**src/rtl/vga_box_renderer.sv**
```systemverilog
// rtl/vga_box_renderer.sv - 640x480 raster generator drawing four frame-snapshotted boxes.
// Optional hit flash: define HIT_FLASH_EN.
module vga_box_renderer #(
    parameter int SCREEN_W     = 640,
    parameter int SCREEN_H     = 480,
    parameter int BOX_W        = 48,
    parameter int BOX_H        = 32,
    parameter int H_TOTAL      = 800,
    parameter int H_SYNC_START = 656,
    parameter int H_SYNC_END   = 751,
    parameter int V_TOTAL      = 525,
    parameter int V_SYNC_START = 490,
    parameter int V_SYNC_END   = 491
) (
    input  logic       clk,
    input  logic       rst_n,
    input  logic [9:0] posx0,
    input  logic [9:0] posx1,
    input  logic [9:0] posx2,
    input  logic [9:0] posx3,
    input  logic [8:0] posy0,
    input  logic [8:0] posy1,
    input  logic [8:0] posy2,
    input  logic [8:0] posy3,
    input  logic [2:0] color_idx0,
    input  logic [2:0] color_idx1,
    input  logic [2:0] color_idx2,
    input  logic [2:0] color_idx3,
    input  logic [7:0] hits0,
    input  logic [7:0] hits1,
    input  logic [7:0] hits2,
    input  logic [7:0] hits3,
    output logic       frame_tick,
    output logic       hsync,
    output logic       vsync,
    output logic       de,
    output logic [1:0] r,
    output logic [1:0] g,
    output logic [1:0] b
);

    localparam logic [9:0]  L_H_LAST   = 10'(H_TOTAL - 1);
    localparam logic [9:0]  L_V_LAST   = 10'(V_TOTAL - 1);
    localparam logic [9:0]  L_HS_START = 10'(H_SYNC_START);
    localparam logic [9:0]  L_HS_END   = 10'(H_SYNC_END);
    localparam logic [9:0]  L_VS_START = 10'(V_SYNC_START);
    localparam logic [9:0]  L_VS_END   = 10'(V_SYNC_END);
    localparam logic [9:0]  L_SCR_W    = 10'(SCREEN_W);
    localparam logic [9:0]  L_SCR_H    = 10'(SCREEN_H);
    localparam logic [10:0] L_BOX_W    = 11'(BOX_W);
    localparam logic [10:0] L_BOX_H    = 11'(BOX_H);
    localparam logic [5:0]  C_BG       = 6'b00_00_01;

    function automatic logic [5:0] f_palette(input logic [2:0] idx);
        case (idx)
            3'd0:    return 6'b11_00_00;
            3'd1:    return 6'b00_11_00;
            3'd2:    return 6'b00_00_11;
            3'd3:    return 6'b11_11_00;
            3'd4:    return 6'b00_11_11;
            3'd5:    return 6'b11_00_11;
            3'd6:    return 6'b11_01_00;
            default: return 6'b10_10_10;
        endcase
    endfunction

    logic [9:0] r_hcnt;
    logic [9:0] r_vcnt;
    logic [9:0] r_px [4];
    logic [8:0] r_py [4];
    logic [2:0] r_ci [4];
    logic       r_frame_tick;
    logic       r_hsync;
    logic       r_vsync;
    logic       r_de;
    logic [5:0] r_rgb;

    logic [9:0] w_posx [4];
    logic [8:0] w_posy [4];
    logic [2:0] w_cidx [4];
    logic [3:0] w_hit;
    logic [5:0] w_box_rgb [4];
    logic [5:0] w_pix;
    logic       w_de;
    logic       w_snapshot;

    assign w_posx[0] = posx0;      assign w_posx[1] = posx1;
    assign w_posx[2] = posx2;      assign w_posx[3] = posx3;
    assign w_posy[0] = posy0;      assign w_posy[1] = posy1;
    assign w_posy[2] = posy2;      assign w_posy[3] = posy3;
    assign w_cidx[0] = color_idx0; assign w_cidx[1] = color_idx1;
    assign w_cidx[2] = color_idx2; assign w_cidx[3] = color_idx3;

    // Snapshot at the first blanking line so game logic has the whole vblank to update.
    assign w_snapshot = (r_hcnt == 10'd0) && (r_vcnt == L_SCR_H);
    assign w_de       = (r_hcnt < L_SCR_W) && (r_vcnt < L_SCR_H);

    always_ff @(posedge clk or negedge rst_n) begin
        if (!rst_n) begin
            r_hcnt <= '0;
            r_vcnt <= '0;
        end else if (r_hcnt == L_H_LAST) begin
            r_hcnt <= '0;
            r_vcnt <= (r_vcnt == L_V_LAST) ? 10'd0 : r_vcnt + 10'd1;
        end else begin
            r_hcnt <= r_hcnt + 10'd1;
        end
    end

    always_ff @(posedge clk or negedge rst_n) begin
        if (!rst_n) begin
            for (int k = 0; k < 4; k++) begin
                r_px[k] <= '0;
                r_py[k] <= '0;
                r_ci[k] <= '0;
            end
        end else if (w_snapshot) begin
            for (int k = 0; k < 4; k++) begin
                r_px[k] <= w_posx[k];
                r_py[k] <= w_posy[k];
                r_ci[k] <= w_cidx[k];
            end
        end
    end

`ifdef HIT_FLASH_EN
    logic [7:0] w_hits [4];
    logic [7:0] r_hits_prev [4];
    logic [2:0] r_flash [4];

    assign w_hits[0] = hits0; assign w_hits[1] = hits1;
    assign w_hits[2] = hits2; assign w_hits[3] = hits3;

    always_ff @(posedge clk or negedge rst_n) begin
        if (!rst_n) begin
            for (int k = 0; k < 4; k++) begin
                r_hits_prev[k] <= '0;
                r_flash[k]     <= '0;
            end
        end else if (w_snapshot) begin
            for (int k = 0; k < 4; k++) begin
                r_hits_prev[k] <= w_hits[k];
                if (w_hits[k] != r_hits_prev[k])
                    r_flash[k] <= 3'd7;
                else if (r_flash[k] != 3'd0)
                    r_flash[k] <= r_flash[k] - 3'd1;
            end
        end
    end

    always_comb begin
        for (int k = 0; k < 4; k++)
            w_box_rgb[k] = (r_flash[k] != 3'd0) ? 6'b11_11_11 : f_palette(r_ci[k]);
    end
`else
    logic w_unused_hits;
    assign w_unused_hits = ^{hits0, hits1, hits2, hits3};

    always_comb begin
        for (int k = 0; k < 4; k++)
            w_box_rgb[k] = f_palette(r_ci[k]);
    end
`endif

    // 11-bit compare so a box near the right/bottom edge never wraps back to column/line 0.
    always_comb begin
        w_hit = '0;
        for (int k = 0; k < 4; k++) begin
            w_hit[k] = ({1'b0, r_hcnt} >= {1'b0, r_px[k]})
                    && ({1'b0, r_hcnt} <  {1'b0, r_px[k]} + L_BOX_W)
                    && ({1'b0, r_vcnt} >= {2'b00, r_py[k]})
                    && ({1'b0, r_vcnt} <  {2'b00, r_py[k]} + L_BOX_H);
        end
    end

    // Walking from box 3 down lets lower indices overwrite higher ones on overlap.
    always_comb begin
        w_pix = C_BG;
        for (int k = 3; k >= 0; k--) begin
            if (w_hit[k])
                w_pix = w_box_rgb[k];
        end
        if (!w_de)
            w_pix = '0;
    end

    always_ff @(posedge clk or negedge rst_n) begin
        if (!rst_n) begin
            r_frame_tick <= 1'b0;
            r_hsync      <= 1'b1;
            r_vsync      <= 1'b1;
            r_de         <= 1'b0;
            r_rgb        <= '0;
        end else begin
            r_frame_tick <= w_snapshot;
            r_hsync      <= !((r_hcnt >= L_HS_START) && (r_hcnt <= L_HS_END));
            r_vsync      <= !((r_vcnt >= L_VS_START) && (r_vcnt <= L_VS_END));
            r_de         <= w_de;
            r_rgb        <= w_pix;
        end
    end

    assign frame_tick = r_frame_tick;
    assign hsync      = r_hsync;
    assign vsync      = r_vsync;
    assign de         = r_de;
    assign r          = r_rgb[5:4];
    assign g          = r_rgb[3:2];
    assign b          = r_rgb[1:0];

endmodule

```
**config.mk**
```make
export PLATFORM = sky130hd
export DESIGN_NAME = vga_box_renderer
export DESIGN_NICKNAME = d
export VERILOG_FILES = /design/src/rtl/vga_box_renderer.sv
export SDC_FILE = /design/constraint.sdc
export NUM_CORES = 1
export LEC_CHECK = 0
export CAP_MARGIN = 15
export CELL_PAD_IN_SITES_DETAIL_PLACEMENT = 0
export CELL_PAD_IN_SITES_GLOBAL_PLACEMENT = 2
export CORE_UTILIZATION = 36
export CTS_CLUSTER_DIAMETER = 150
export DETAILED_ROUTE_END_ITERATION = 7
export GPL_ROUTABILITY_DRIVEN = 0
export PLACE_DENSITY = 0.93
export SYNTH_ARGS = -nofsm -noshare
export SYNTH_HDL_FRONTEND = slang
export SYNTH_SLANG_ARGS = --single-unit
```
**constraint.sdc**
```tcl
create_clock -name clk -period 4.35 [get_ports clk]
set_input_delay 1.305 -clock clk [delete_from_list [all_inputs] [get_ports clk]]
set_output_delay 1.305 -clock clk [all_outputs]
set_load 0.02 [all_outputs]
```
* Word-level counts from Yosys, hierarchy flattened
Index checks and enable logic that the tools add are counted.
Word-level totals: register bits 118, bits of input ports 122, output and inout port bits 10, logic and storage cells 112
Cells by class: add/subtract/negate cells 10, $lt $le $gt $ge 22, eq/ne operators 27, multiplexer cells 11, reduce and logical (&&, ||, !) cells 23
Operator list (count):
- $pmux 6 s7 | 4
- $add 10x6->11 const B | 4
- $lt 10x11->1 | 4
- $add 9x6->10 const B | 4
- $ge 10x10->1 | 4
- $ge 10x9->1 | 4
- $lt 10x10->1 | 4
- $eq 3x3->1 const B | 12
- $mux 6 | 5
- $eq 3x2->1 const B | 8
- $add 10x1->10 const B | 2
- $eq 10x10->1 const B | 2
- $mux 10 | 2
- $logic_and 1x1->1 | 16
- $eq 3x1->1 const B | 4
- $logic_not 3->1 | 4
- $eq 10x9->1 const B | 1
- $ge 10x10->1 const B | 1
- $ge 10x9->1 const B | 1
- $le 10x10->1 const B | 1
- $le 10x9->1 const B | 1
- $logic_not 10->1 | 1
- $lt 10x10->1 const B | 1
- $lt 10x9->1 const B | 1
- $logic_not 1->1 | 2

* Logic depth before layout (Yosys ltp)
Gate-level depths: netlist of the first run.
word-level depth 10, depth in mapped cells 13, mapped depth without buffers 13

* Worst setup path before layout of the first run
OpenSTA, ideal clock, no wires.
kind flip-flop to flip-flop, start point register r_px[24] (netlist name), end point register r_rgb[5], library setup time 76 ps, arrival time 2706 ps, data required time 4274 ps, path slack 1568 ps, cell stages (with the launch flop) 14, path buffers 0, period minus slack after synthesis 2782 ps, path through dfrtp_1 > inv_1 > ha_1 > and3b_1 > xnor2_1 > ha_1 > a21o_1 > a21oi_1 > o2111ai_1 > a211o_1 > nor3_2 > a21boi_0 > a32oi_1 > o21ai_1
Between the ends: word-level cells in the longest chain between the ends 8, elaborated cells on any way between the ends 9, classes of those cells 1 x add/sub; 2 x order compare; 3 x mux; 3 x reduce/logical
Ends and longest elaborated chain:
- from (decl) | RTL line 69 | logic [9:0] r_px [4];
- from (signal, indexed assignment) | RTL line 119 | r_px[k] <= w_posx[k];
- $add 10x6->11 | RTL line 170 | && ({1'b0, r_hcnt} < {1'b0, r_px[k]} + L_BOX_W)
- $lt 10x11->1 | RTL line 170
- $logic_and 1x1->1 (*) | RTL line 170
- $logic_and 1x1->1 (*) | RTL line 171 | && ({1'b0, r_vcnt} >= {2'b00, r_py[k]})
- $logic_and 1x1->1 (*) | RTL line 172 | && ({1'b0, r_vcnt} < {2'b00, r_py[k]} + L_BOX_H);
- $mux 6 (*) (2 in series) | RTL line 180 | if (w_hit[k])
- $mux 6 (*) | RTL line 183 | if (!w_de)
- named net w_pix[5] | RTL line 83 | logic [5:0] w_pix;
- to (signal assigned) | RTL line 199 | r_rgb <= w_pix;
- to (decl) | RTL line 76 | logic [5:0] r_rgb;
Mark *: on every way through the listed nets, which the timed path passes. The rest lies on a longest branch. A chain may end at the register's enable or synchronous reset.

* Worst setup path in the final report of the first run
start point register r_px[24] (netlist name), end point register r_rgb[0]
Same word-level chain as after synthesis.

==> results of run 1 <==
-- worst paths after layout --
path | from | end | slack [ns] | cells after the start
min in group asynchronous | rst_n | r_ci[9]$_DFFE_PN0P_ | 0.99 | 1
max reg2reg | r_px[24]$_DFFE_PN0P_ | r_rgb[0]$_DFF_PN0_ | 1.02 | 13
max in group asynchronous | rst_n | r_px[8]$_DFFE_PN0P_ | 2.55 | 2
max | r_px[24]$_DFFE_PN0P_ | r_rgb[0]$_DFF_PN0_ | 1.02 | 13
min reg2reg | r_hcnt[0]$_DFF_PN0_ | r_hcnt[0]$_DFF_PN0_ | 0.49 | 1
min | r_hcnt[0]$_DFF_PN0_ | r_hcnt[0]$_DFF_PN0_ | 0.49 | 1
-- stage by stage --
step	instances	total power, W	hold WS (ns)
floorplan	909	0.00112	0.455
global placement	1279	0.00123	0.472
CTS	1311	0.00252	0.493
global route	1311	0.00258	0.510
finish	1311	0.00248	0.490
detailed placement	1279	0.00123	0.482
-- flip-flops by register name, indices dropped and copies added (netlist names) --
| signal | cells |
|---|---|
| r_px | 40 |
| r_py | 36 |
| r_ci | 12 |
| r_hcnt | 10 |
| r_vcnt | 10 |
| r_rgb | 6 |
| de | 1 |
| frame_tick | 1 |
| hsync | 1 |
| vsync | 1 |
-- per-layer routing --
| layer | GRT usage, % | vias to the layer above |
|---|---|---|
| met4 | 4.71 | 0 |
| li1 | - | 3459 |
| met2 | 29.4 | 108 |
| met3 | 3.28 | 10 |
| met1 | 24.8 | 3176 |
| met5 | 0 | - |
-- worst reg2reg max path, stage by stage, from the launching register on --
cell,delay [ns]
dfrtp_1,0.39
inv_1,0.10
ha_1,0.22
and3b_1,0.25
xnor2_1,0.13
ha_1,0.26
a21o_1,0.16
a21oi_1,0.15
o2111ai_1,0.13
a211o_1,0.29
nor3_2,0.58
a21boi_0,0.41
a32oi_1,0.11
nand2_1,0.10
-- cells by family (layout without fill, tap and decap cells) --
kind of cell               Yosys count  count (layout)  share of synthesized area [%]
muxes                               21              21                           2.81
DFF                                118             118                           35.3
AOI/OAI and AO/OA                  240             240                           17.8
adders and majority gates          132             132                           19.7
xor gates and xnor gates            52              52                           5.44
buffers and inverters              115             232                           5.34
and+or+nand+nor                    231             231                           13.6
-- cells in the final DEF (no fill, tap or decap), types with 3 or more instances in the layout --
master           instances
clkbuf_8                 5
o21ai_0                115
nand4_1                 10
xor2_1                  19
o32ai_1                  3
clkinv_2                 5
a221oi_1                 3
mux2_2                  20
a211oi_1                 9
o2111ai_1                8
o21a_1                   9
a31oi_1                  7
nand2_1                101
a21o_1                   7
a32oi_1                  3
xnor2_1                 33
a21oi_1                 36
clkbuf_1                 5
a211o_1                  3
a2111oi_0                6
o22ai_1                  3
buf_4                    8
or3_1                    4
inv_1                   90
and4_1                   4
and3_1                   5
nor3_1                  11
nor4_1                   3
nor2_1                  26
dfrtp_1                116
clkdlybuf4s50_1         98
nor2b_1                  8
nand3_1                 27
clkbuf_16               17
o211ai_1                 8
ha_1                   132
nand2b_1                15
-- final cells by class --
class / count / share of cell area (%)
clock buffer: 27 / 5.00
clock inverter: 5 / 0.244
inverter: 92 / 3.37
multi-input combinational: 676 / 48.5
sequential: 118 / 28.8
tap: 285 / 3.48
timing repair buffer: 108 / 10.5
-- where the power goes --
part / internal, W / leakage (nW) / switching [W]
clock: 0.000798 / 0.271 / 0.000477
combinational: 0.0000715 / 3.41 / 0.0000337
sequential: 0.00110 / 1.26 / 0
total: 0.00197 / 4.94 / 0.000510
==> flow_summary_export.csv, run 1 <==
group,metric,value,unit
sta,slew_headroom,43.4,%
sta,finalSetupViolations,0,
floorplanning,dieArea,0.0239,mm²
floorplanning,die_width,154,µm
detailed_routing,drt-initial-drc-count,340,
grt,grt_max_degree,116,
finish,drive_gt1_share,7.12,%
floorplanning,rows,55,
grt,grt.overflow.total,0,
detailed_routing,wl_met1,10000,µm
worst_setup_path,path_buf_inv,1,
cts,htreeDepth,4,
cts,ctsHoldBuffers,0,
sta,grt_setup_unrepaired,"no",
sta,finalCriticalPeriod,3.33,ns
floorplanning,start_util,36.8,%
detailed_routing,top_layer,"met4",
finish,design_area,0.0103,mm²
sta,min_period_over_period,76.6,%
detailed_routing,antenna_left,0,
sta,fmax,300,MHz
cts,worstSkewPairLatency,0.41,ns
worst_setup_path,path_max_fanout,10,
synthesis,yosys.area.top_type_share,34.7,%
synthesis,synthCells,909,
synthesis,ys_seq_area_share,35.3,%
synthesis,syn_area,0.00837,mm²
detailed_routing,wl,19900,µm
power,p_per_area,242,mW/mm²
worst_setup_path,worstPathRequired,4.69,ns
finish,multi_input_area,0.00497,mm²
detailed_routing,drtPass1Iterations,4,
worst_setup_path,crit_top_cell,"ha_1",
worst_setup_path,worstPathArrival,3.68,ns
synthesis,netlist_top_cells_count,"ha_1, dfrtp_1, o21ai_0, nand2_1, inv_1",
worst_setup_path,max_stage_delay,0.58,ns
detailed_routing,met2WireLength,9180,µm
synthesis,syn_nets,1163,
detailed_routing,route.detailed.drc,0,
cts,cts_setup_buffers,0,
finish,diodes,0,
power,ir_drop,0.185,mV
worst_setup_path,cp_slowest_cell,"nor3_2",
detailed_routing,viasPerCell,5.15,
finish,area_growth,22.5,%
detailed_routing,vias,6753,
finish,fillCellCount,2217,
place,io_buffers,99,
synthesis,netlist_top_cells_area,"dfrtp_1, ha_1, o21ai_0",
power,power.leakage,4.94,nW
sta,hold_violations,0,
grt,grt_pass1_wl,34200,µm
worst_setup_path,cp_cell_sequence,"inv_1 > ha_1 > and3b_1 > xnor2_1 > ha_1 > a21o_1 > a21oi_1 > o2111ai_1 > a211o_1 > nor3_2 > a21boi_0 > a32oi_1 > nand2_1",
synthesis,synth-edff-count,0,
sta,setup_slack,1.02,ns
cts,clk_pin_slew_worst_paths,0.05,ns
sta,setup_tns,0,ns
cts,cts_resized,0,
worst_setup_path,critPathKind,"register to register",
detailed_routing,drt-wirelength-per-cell,15.2,µm
cts,clk_path_buf_depth,2,
worst_setup_path,worstSetupStartpointType,"register",
status,status,"finished clean",
detailed_routing,dr_wl_met3,559,µm
cts,root_buffer,"clkbuf_16",
cts,tritoncts,"done",
worst_setup_path,endpoint_kind,"register",
grt,antenna_found_initial,0,
synthesis,synthArstFlopShare,100,%
sta,worst_pin_slew,0.849,ns
place,dp_slack,1.05,ns
finish,nets,1267,
flow_run,drv_cap,0,
floorplanning,design.core.area,0.0227,mm²
sta,final.setup_skew,0.00771,ns
place,postPlaceCellArea,0.00971,mm²
synthesis,postSynthAreaPerCell,9.21,µm²
synthesis,ys_types,65,
synthesis,synth-seq-cells,118,
finish,utilization,45.1,%
finish,area.sequential,0.00296,mm²
grt,grt_use_total,18.1,%
synthesis,yosysMostFrequentCell,"ha_1",
hold_path,hold_class,"register to register",
floorplanning,num_io_pins,132,
cts,cts_sinks,118,
synthesis,synth_top_area_cell,"dfrtp_1",
synthesis,ys_warn_count,0,
worst_setup_path,cp_top_family,"compound AO/OA/AOI/OAI gates",
place,hpwl,14800,µm
grt,grt_pass1_vias,6791,
cts,cts_buffers,17,
floorplanning,dieHeight,154,µm
synthesis,synthFlopType,"dfrtp_1",
sta,drv_slew,0,
Power figures use the tool's default switching activity.
==> run 2, diff against run 1 <==
--- a/config.mk
+++ b/config.mk
@@ -8,11 +8,11 @@
 export CAP_MARGIN = 15
 export CELL_PAD_IN_SITES_DETAIL_PLACEMENT = 0
 export CELL_PAD_IN_SITES_GLOBAL_PLACEMENT = 2
-export CORE_UTILIZATION = 36
+export CORE_UTILIZATION = 31
 export CTS_CLUSTER_DIAMETER = 150
 export DETAILED_ROUTE_END_ITERATION = 7
 export GPL_ROUTABILITY_DRIVEN = 0
-export PLACE_DENSITY = 0.93
+export PLACE_DENSITY = 0.85
 export SYNTH_ARGS = -nofsm -noshare
 export SYNTH_HDL_FRONTEND = slang
 export SYNTH_SLANG_ARGS = --single-unit
==> constraint.sdc (replaced) <==
create_clock -name clk -period 2.9 [get_ports clk]
set_input_delay 0.87 -clock clk [delete_from_list [all_inputs] [get_ports clk]]
set_output_delay 0.87 -clock clk [all_outputs]
set_load 0.02 [all_outputs]
==> run 2 against run 1 <==
Net effect: the run now ends with DRC left; final cell count rose by 9.7%; register-to-register slack worse by 0.92 ns; critical path depth up 1; global-route usage shrank 1.9 points; via count up 3.2%; first-iteration DRC count up 4.7%; clock skew increased by 0.0026 ns; setup slack got worse by 0.92 ns; fmax up 19%; combinational power rose by 55%; sequential power is 50% higher; critical path type unchanged; largest cell class unchanged; largest power group unchanged.
==> flow_summary_export.csv, run 2 (synthesized netlist as in run 1, its figures left out) <==
group,metric,value,unit
finish,layout_commonest_cell,"ha_1",
floorplanning,rows,59,
floorplanning,die_width,166,µm
grt,grt_use_total,16.2,%
place,postPlaceCellArea,0.0103,mm²
finish,multi_input_area,0.00518,mm²
detailed_routing,route.detailed.drc,6,
status,status,"complete, but fails checks",
place,io_buffers,99,
finish,diodes,0,
finish,nets,1344,
detailed_routing,drtPass1Iterations,7,
status,violations,"DRC",
floorplanning,design.core.area,0.0263,mm²
grt,grt_max_degree,43,
finish,area.sequential,0.00296,mm²
power,p_total,0.00387,W
detailed_routing,met2WireLength,9800,µm
cts,cts_sinks,118,
power,pwr-share-comb,4.2,%
cts,ctsHoldBuffers,0,
finish,drive_gt1_share,16.6,%
sta,slew_headroom,65.7,%
finish,fillCellCount,2609,
detailed_routing,wl_met1,11000,µm
cts,root_buffer,"clkbuf_16",
worst_setup_path,worstPathRequired,3.19,ns
sta,worst_pin_slew,0.509,ns
cts,worstSkewPairLatency,0.42,ns
grt,grt_pass1_vias,6951,
worst_setup_path,r2r_cells,14,
finish,final_cell_mix,"ha_1, dfrtp_1, o21ai_0",
cts,clk_pin_slew_worst_paths,0.05,ns
detailed_routing,drt-wirelength-per-cell,15.1,µm
worst_setup_path,worstPathArrival,3.09,ns
power,p_seq_share,42.6,%
power,clkPwrFrac,53.2,%
floorplanning,dieHeight,166,µm
hold_path,hold_class,"input port to asynchronous set/reset pin",
finish,area_growth,33.3,%
worst_setup_path,crit_end,"r_rgb[0]$_DFF_PN0_",
sta,grt_setup_unrepaired,"yes",
grt,antenna_found_initial,0,
finish,largest_reg_flops,40,
power,ir_drop,0.226,mV
detailed_routing,vias,6969,
floorplanning,dieArea,0.0277,mm²
cts,htreeDepth,4,
cts,tritoncts,"done",
flow_run,drv_cap,0,
detailed_routing,wl,21700,µm
grt,grt_pass1_wl,35600,µm
detailed_routing,top_layer,"met4",
floorplanning,num_io_pins,132,
worst_setup_path,worstSetupStartpointType,"register",
finish,design_area,0.0112,mm²
finish,largestRegisters,"r_px: 40 flops, r_py: 36 flops, r_ci: 12 flops",
sta,drv_slew,0,
worst_setup_path,setup.worst_path.start,"r_px[25]$_DFFE_PN0P_",
floorplanning,start_util,31.8,%
power,switching_share,20.9,%
finish,top_register,"r_px",
sta,setup_slack,0.0966,ns
detailed_routing,antenna_left,0,
worst_setup_path,rr_endpoint,"r_rgb[0]$_DFF_PN0_",
sta,finalCriticalPeriod,2.80,ns
grt,grt.overflow.total,0,
detailed_routing,drt-initial-drc-count,356,
cts,clk_path_buf_depth,2,
place,dp_slack,-0.210,ns
cts,cts_buffers,17,
sta,min_period_over_period,96.7,%
power,switchingPower,0.000810,W
worst_setup_path,r2r_start,"r_px[25]$_DFFE_PN0P_",
place,hpwl,16600,µm
worst_setup_path,max_stage_delay,0.40,ns
sta,final.setup_skew,0.0103,ns
sta,setup_tns,0,ns
worst_setup_path,cp_cell_sequence,"inv_2 > ha_4 > and3b_1 > xnor2_1 > ha_1 > a21o_1 > a21oi_2 > o2111ai_2 > a211o_1 > nor3_4 > buf_6 > a21oi_1 > a32oi_1 > nand2_1",
sta,hold_violations,0,
worst_setup_path,reg2reg_slack,0.1,ns
worst_setup_path,endpoint_kind,"register",
worst_setup_path,cp_slowest_cell,"dfrtp_1",
sta,finalSetupViolations,0,
detailed_routing,viasPerCell,4.85,
power,p_per_area,347,mW/mm²
worst_setup_path,critPathKind,"register to register",
detailed_routing,dr_wl_met3,740,µm
power,power.leakage,5.35,nW
worst_setup_path,path_max_fanout,6,
sta,fmax,357,MHz
finish,fin_cells,1438,
power,internal_power,0.00306,W
place,dp.cells,1398,
==> run 2: cell type report <==
class | count | area share, %
inverters | 92 | 3.10
clock buffers | 22 | 4.16
well taps | 335 | 3.76
flip-flops and latches | 118 | 26.5
repair buffers | 185 | 15.1
clock inverters | 10 | 0.942
multi-input cells | 676 | 46.4
==> run 2: worst min path at each step <==
stage                         from              endpoint  slack, ns  cells after the start
2_1_floorplan  r_hcnt[0]$_DFF_PN0_   r_hcnt[0]$_DFF_PN0_       0.45                      1
3_3_place_gp   r_hcnt[0]$_DFF_PN0_   r_hcnt[0]$_DFF_PN0_       0.47                      1
3_5_place_dp   r_hcnt[0]$_DFF_PN0_   r_hcnt[0]$_DFF_PN0_       0.48                      1
4_1_cts                      rst_n  r_py[27]$_DFFE_PN0P_       0.41                      1
5_1_grt                      rst_n  r_py[29]$_DFFE_PN0P_       0.43                      1
6_report                     rst_n   r_py[4]$_DFFE_PN0P_       0.42                      1
==> run 2: critical path, delay by kind of cell (launching register included) <==
family | cells | cell delay, ns
xor+xnor | 1 | 0.13
buf+inv | 2 | 0.25
flops | 1 | 0.40
compound gates | 6 | 0.94
simple gates | 3 | 0.52
fa+ha+maj | 2 | 0.44
==> run 2: routing by layer <==
layer	GRT usage [%]	up-vias
met1	22.7	3248
met4	3.58	0
li1	-	3610
met5	0	-
met3	3.27	11
met2	25.7	100
==> run 2: power groups by stage <==
| stage | combinational (W) | clock (W) | sequential [W] |
|---|---|---|---|
| after detailed placement | 0.000167 | 0 | 0.00168 |
| after CTS | 0.000168 | 0.00211 | 0.00165 |
| after global placement | 0.000167 | 0 | 0.00168 |
| after floorplan | 0.00000127 | 0 | 0.00168 |
| after global routing | 0.000178 | 0.00219 | 0.00165 |
| final | 0.000163 | 0.00205 | 0.00165 |
==> run 2: through the flow <==
stage,hold WS (ns),util [%]
floorplan,0.455,-
global placement,0.473,39.2
detailed placement,0.482,39.2
CTS,0.414,41.4
global route,0.426,42.4
finish,0.419,42.4
==> run 2: timing repair <==
action	CTS	global route
endpoints found under the hold margin	0	0
setup buffers	1	7
endpoints found under the setup margin	6	6
gates resized for setup	2	46
pin swaps	2	23
==> run 3, diff against run 2 <==
--- a/config.mk
+++ b/config.mk
@@ -13,6 +13,8 @@
 export DETAILED_ROUTE_END_ITERATION = 7
 export GPL_ROUTABILITY_DRIVEN = 0
 export PLACE_DENSITY = 0.85
+export REMOVE_ABC_BUFFERS = 1
+export SLEW_MARGIN = 25
 export SYNTH_ARGS = -nofsm -noshare
 export SYNTH_HDL_FRONTEND = slang
 export SYNTH_SLANG_ARGS = --single-unit
==> run 3 against run 2 <==
Net effect: the flow still finishes with violations (DRC); via count grew 0.16%; first-iteration DRC count shrank 9.0%; setup slack lost 0.065 ns; power grew 1.6%; utilization shrank 0.42 points; die area is the same; fmax shrank 2.3%; global-route usage grew 0.30 points; register-to-register slack lost 0.07 ns; combinational power is essentially flat; sequential share of layout area grew 0.28 points; final cell count shrank 0.56%; highest routed layer unchanged.
==> flow_summary_export.csv, run 3 (synthesized netlist as in run 1, its figures left out) <==
group,metric,value,unit
worst_setup_path,worstPathArrival,3.16,ns
finish,largest_reg_flops,40,
worst_setup_path,r2r_cells,11,
sta,setup_slack,0.0312,ns
place,hpwl,16800,µm
cts,htreeDepth,4,
worst_setup_path,path_buf_inv,1,
finish,fin_cells,1430,
status,violations,"DRC",
place,io_buffers,99,
worst_setup_path,critPathKind,"register to register",
cts,clk_pin_slew_worst_paths,0.06,ns
power,p_total,0.00393,W
floorplanning,dieHeight,166,µm
cts,ctsHoldBuffers,0,
sta,grt_setup_unrepaired,"yes",
place,dp_slack,-0.0891,ns
worst_setup_path,worstSetupStartpointType,"register",
cts,cts_sinks,118,
finish,largestRegisters,"r_px: 40 flops, r_py: 36 flops, r_ci: 12 flops",
power,ir_drop,0.370,mV
sta,finalSetupViolations,0,
sta,drv_slew,0,
detailed_routing,antenna_left,0,
worst_setup_path,crit_top_cell,"ha_1",
cts,worstSkewPairLatency,0.42,ns
floorplanning,design.core.area,0.0263,mm²
detailed_routing,drtPass1Iterations,7,
sta,slew_headroom,48.7,%
sta,whs,0.422,ns
cts,root_buffer,"clkbuf_16",
finish,diodes,0,
power,p_per_area,356,mW/mm²
grt,antenna_found_initial,0,
detailed_routing,vias,6980,
cts,clk_path_buf_depth,2,
worst_setup_path,cp_cell_sequence,"ha_1 > xnor2_2 > ha_1 > a211oi_2 > nor2_1 > or3_4 > a2111oi_4 > buf_4 > a21oi_2 > a221oi_2 > o32ai_2",
cts,tritoncts,"done",
sta,finalCriticalPeriod,2.87,ns
detailed_routing,wl,21900,µm
floorplanning,num_io_pins,132,
grt,grt_pass1_wl,36200,µm
grt,grt_use_total,16.5,%
floorplanning,dieArea,0.0277,mm²
worst_setup_path,path_depth,11,
finish,layout_commonest_cell,"ha_1",
sta,worst_pin_slew,0.762,ns
worst_setup_path,cp_top_family,"compound AO/OA/AOI/OAI gates",
worst_setup_path,cp_slowest_cell,"dfrtp_1",
grt,grt.overflow.total,0,
flow_run,drv_cap,0,
detailed_routing,route.detailed.drc,5,
worst_setup_path,endpoint_kind,"register",
cts,cts_buffers,17,
floorplanning,die_width,166,µm
worst_setup_path,path_max_fanout,4,
sta,fmax,349,MHz
hold_path,hold_class,"input port to asynchronous set/reset pin",
sta,hold_violations,0,
finish,final_cell_mix,"ha_1, o21ai_0, dfrtp_1",
detailed_routing,drt-initial-drc-count,324,
grt,grt_max_degree,47,
floorplanning,rows,59,
sta,final.setup_skew,0.00792,ns
finish,area_growth,32.0,%
grt,grt_pass1_vias,7138,
worst_setup_path,worstPathRequired,3.19,ns
finish,top_register,"r_px",
power,power.leakage,5.31,nW
place,dp.cells,1395,
sta,min_period_over_period,98.9,%
detailed_routing,drt-wirelength-per-cell,15.3,µm
finish,drive_gt1_share,15.4,%
floorplanning,start_util,31.8,%
finish,nets,1336,
worst_setup_path,max_stage_delay,0.38,ns
detailed_routing,viasPerCell,4.88,
status,status,"complete, but fails checks",
==> run 3: per-layer routing <==
| layer | up-vias | share of wire (%) | global-route usage [%] |
|---|---|---|---|
| met3 | 15 | 3.0 | 2.45 |
| met5 | - | 0 | 0 |
| met4 | 0 | 1.2 | 4.99 |
| met1 | 3263 | 50 | 22.5 |
| li1 | 3600 | - | - |
| met2 | 102 | 46 | 26.9 |
==> run 3: worst register-to-register path: stages (launching register included) <==
cell	delay [ns]
dfrtp_1	0.38
ha_1	0.24
xnor2_2	0.15
ha_1	0.31
a211oi_2	0.23
nor2_1	0.07
or3_4	0.34
a2111oi_4	0.32
buf_4	0.19
a21oi_2	0.09
a221oi_2	0.30
o32ai_2	0.13
==> run 3: timing repair <==
item,CTS,global route
endpoints found under the setup margin,6,6
setup buffers,0,3
pin swaps,2,19
endpoints found under the hold margin,0,0
resized for setup,1,32
cloned,0,0
==> run 3: worst paths after layout <==
kind,from,to,slack [ns]
setup / recovery,r_py[14]$_DFFE_PN0P_,r_rgb[1]$_DFF_PN0_,0.03
hold / removal,rst_n,r_py[15]$_DFFE_PN0P_,0.42
setup reg to reg,r_py[14]$_DFFE_PN0P_,r_rgb[1]$_DFF_PN0_,0.03
hold reg to reg,r_hcnt[0]$_DFF_PN0_,r_hcnt[0]$_DFF_PN0_,0.48
max in group asynchronous,rst_n,vsync$_DFF_PN1_,1.79
min in group clk,r_hcnt[0]$_DFF_PN0_,r_hcnt[0]$_DFF_PN0_,0.48
==> run 3: final cells by class <==
cell class,instances,area [µm²]
Fill cell,2639,15200
Multi-Input combinational cell,676,5090
Sequential cell,118,2960
Timing Repair Buffer,177,1640
Clock buffer,20,457
Tap cell,335,419
Inverter,92,345
Clock inverter,12,129
==> run 3: power by group <==
group,internal (W),switching [W]
clock,0.00131,0.000813
combinational,0.000110,0.0000526
sequential,0.00165,0
==> run 3: per-stage QoR <==
step / util [%] / setup TNS (ns) / instance area, µm²
after detailed placement: 39.2 / -0.219 / 10300
after global placement: 39.2 / -0.149 / 10300
after CTS: 41.5 / 0 / 10900
final: 42.0 / 0 / 11000
after global routing: 42.0 / -0.401 / 11000
after floorplan: - / -422.07 / 8270
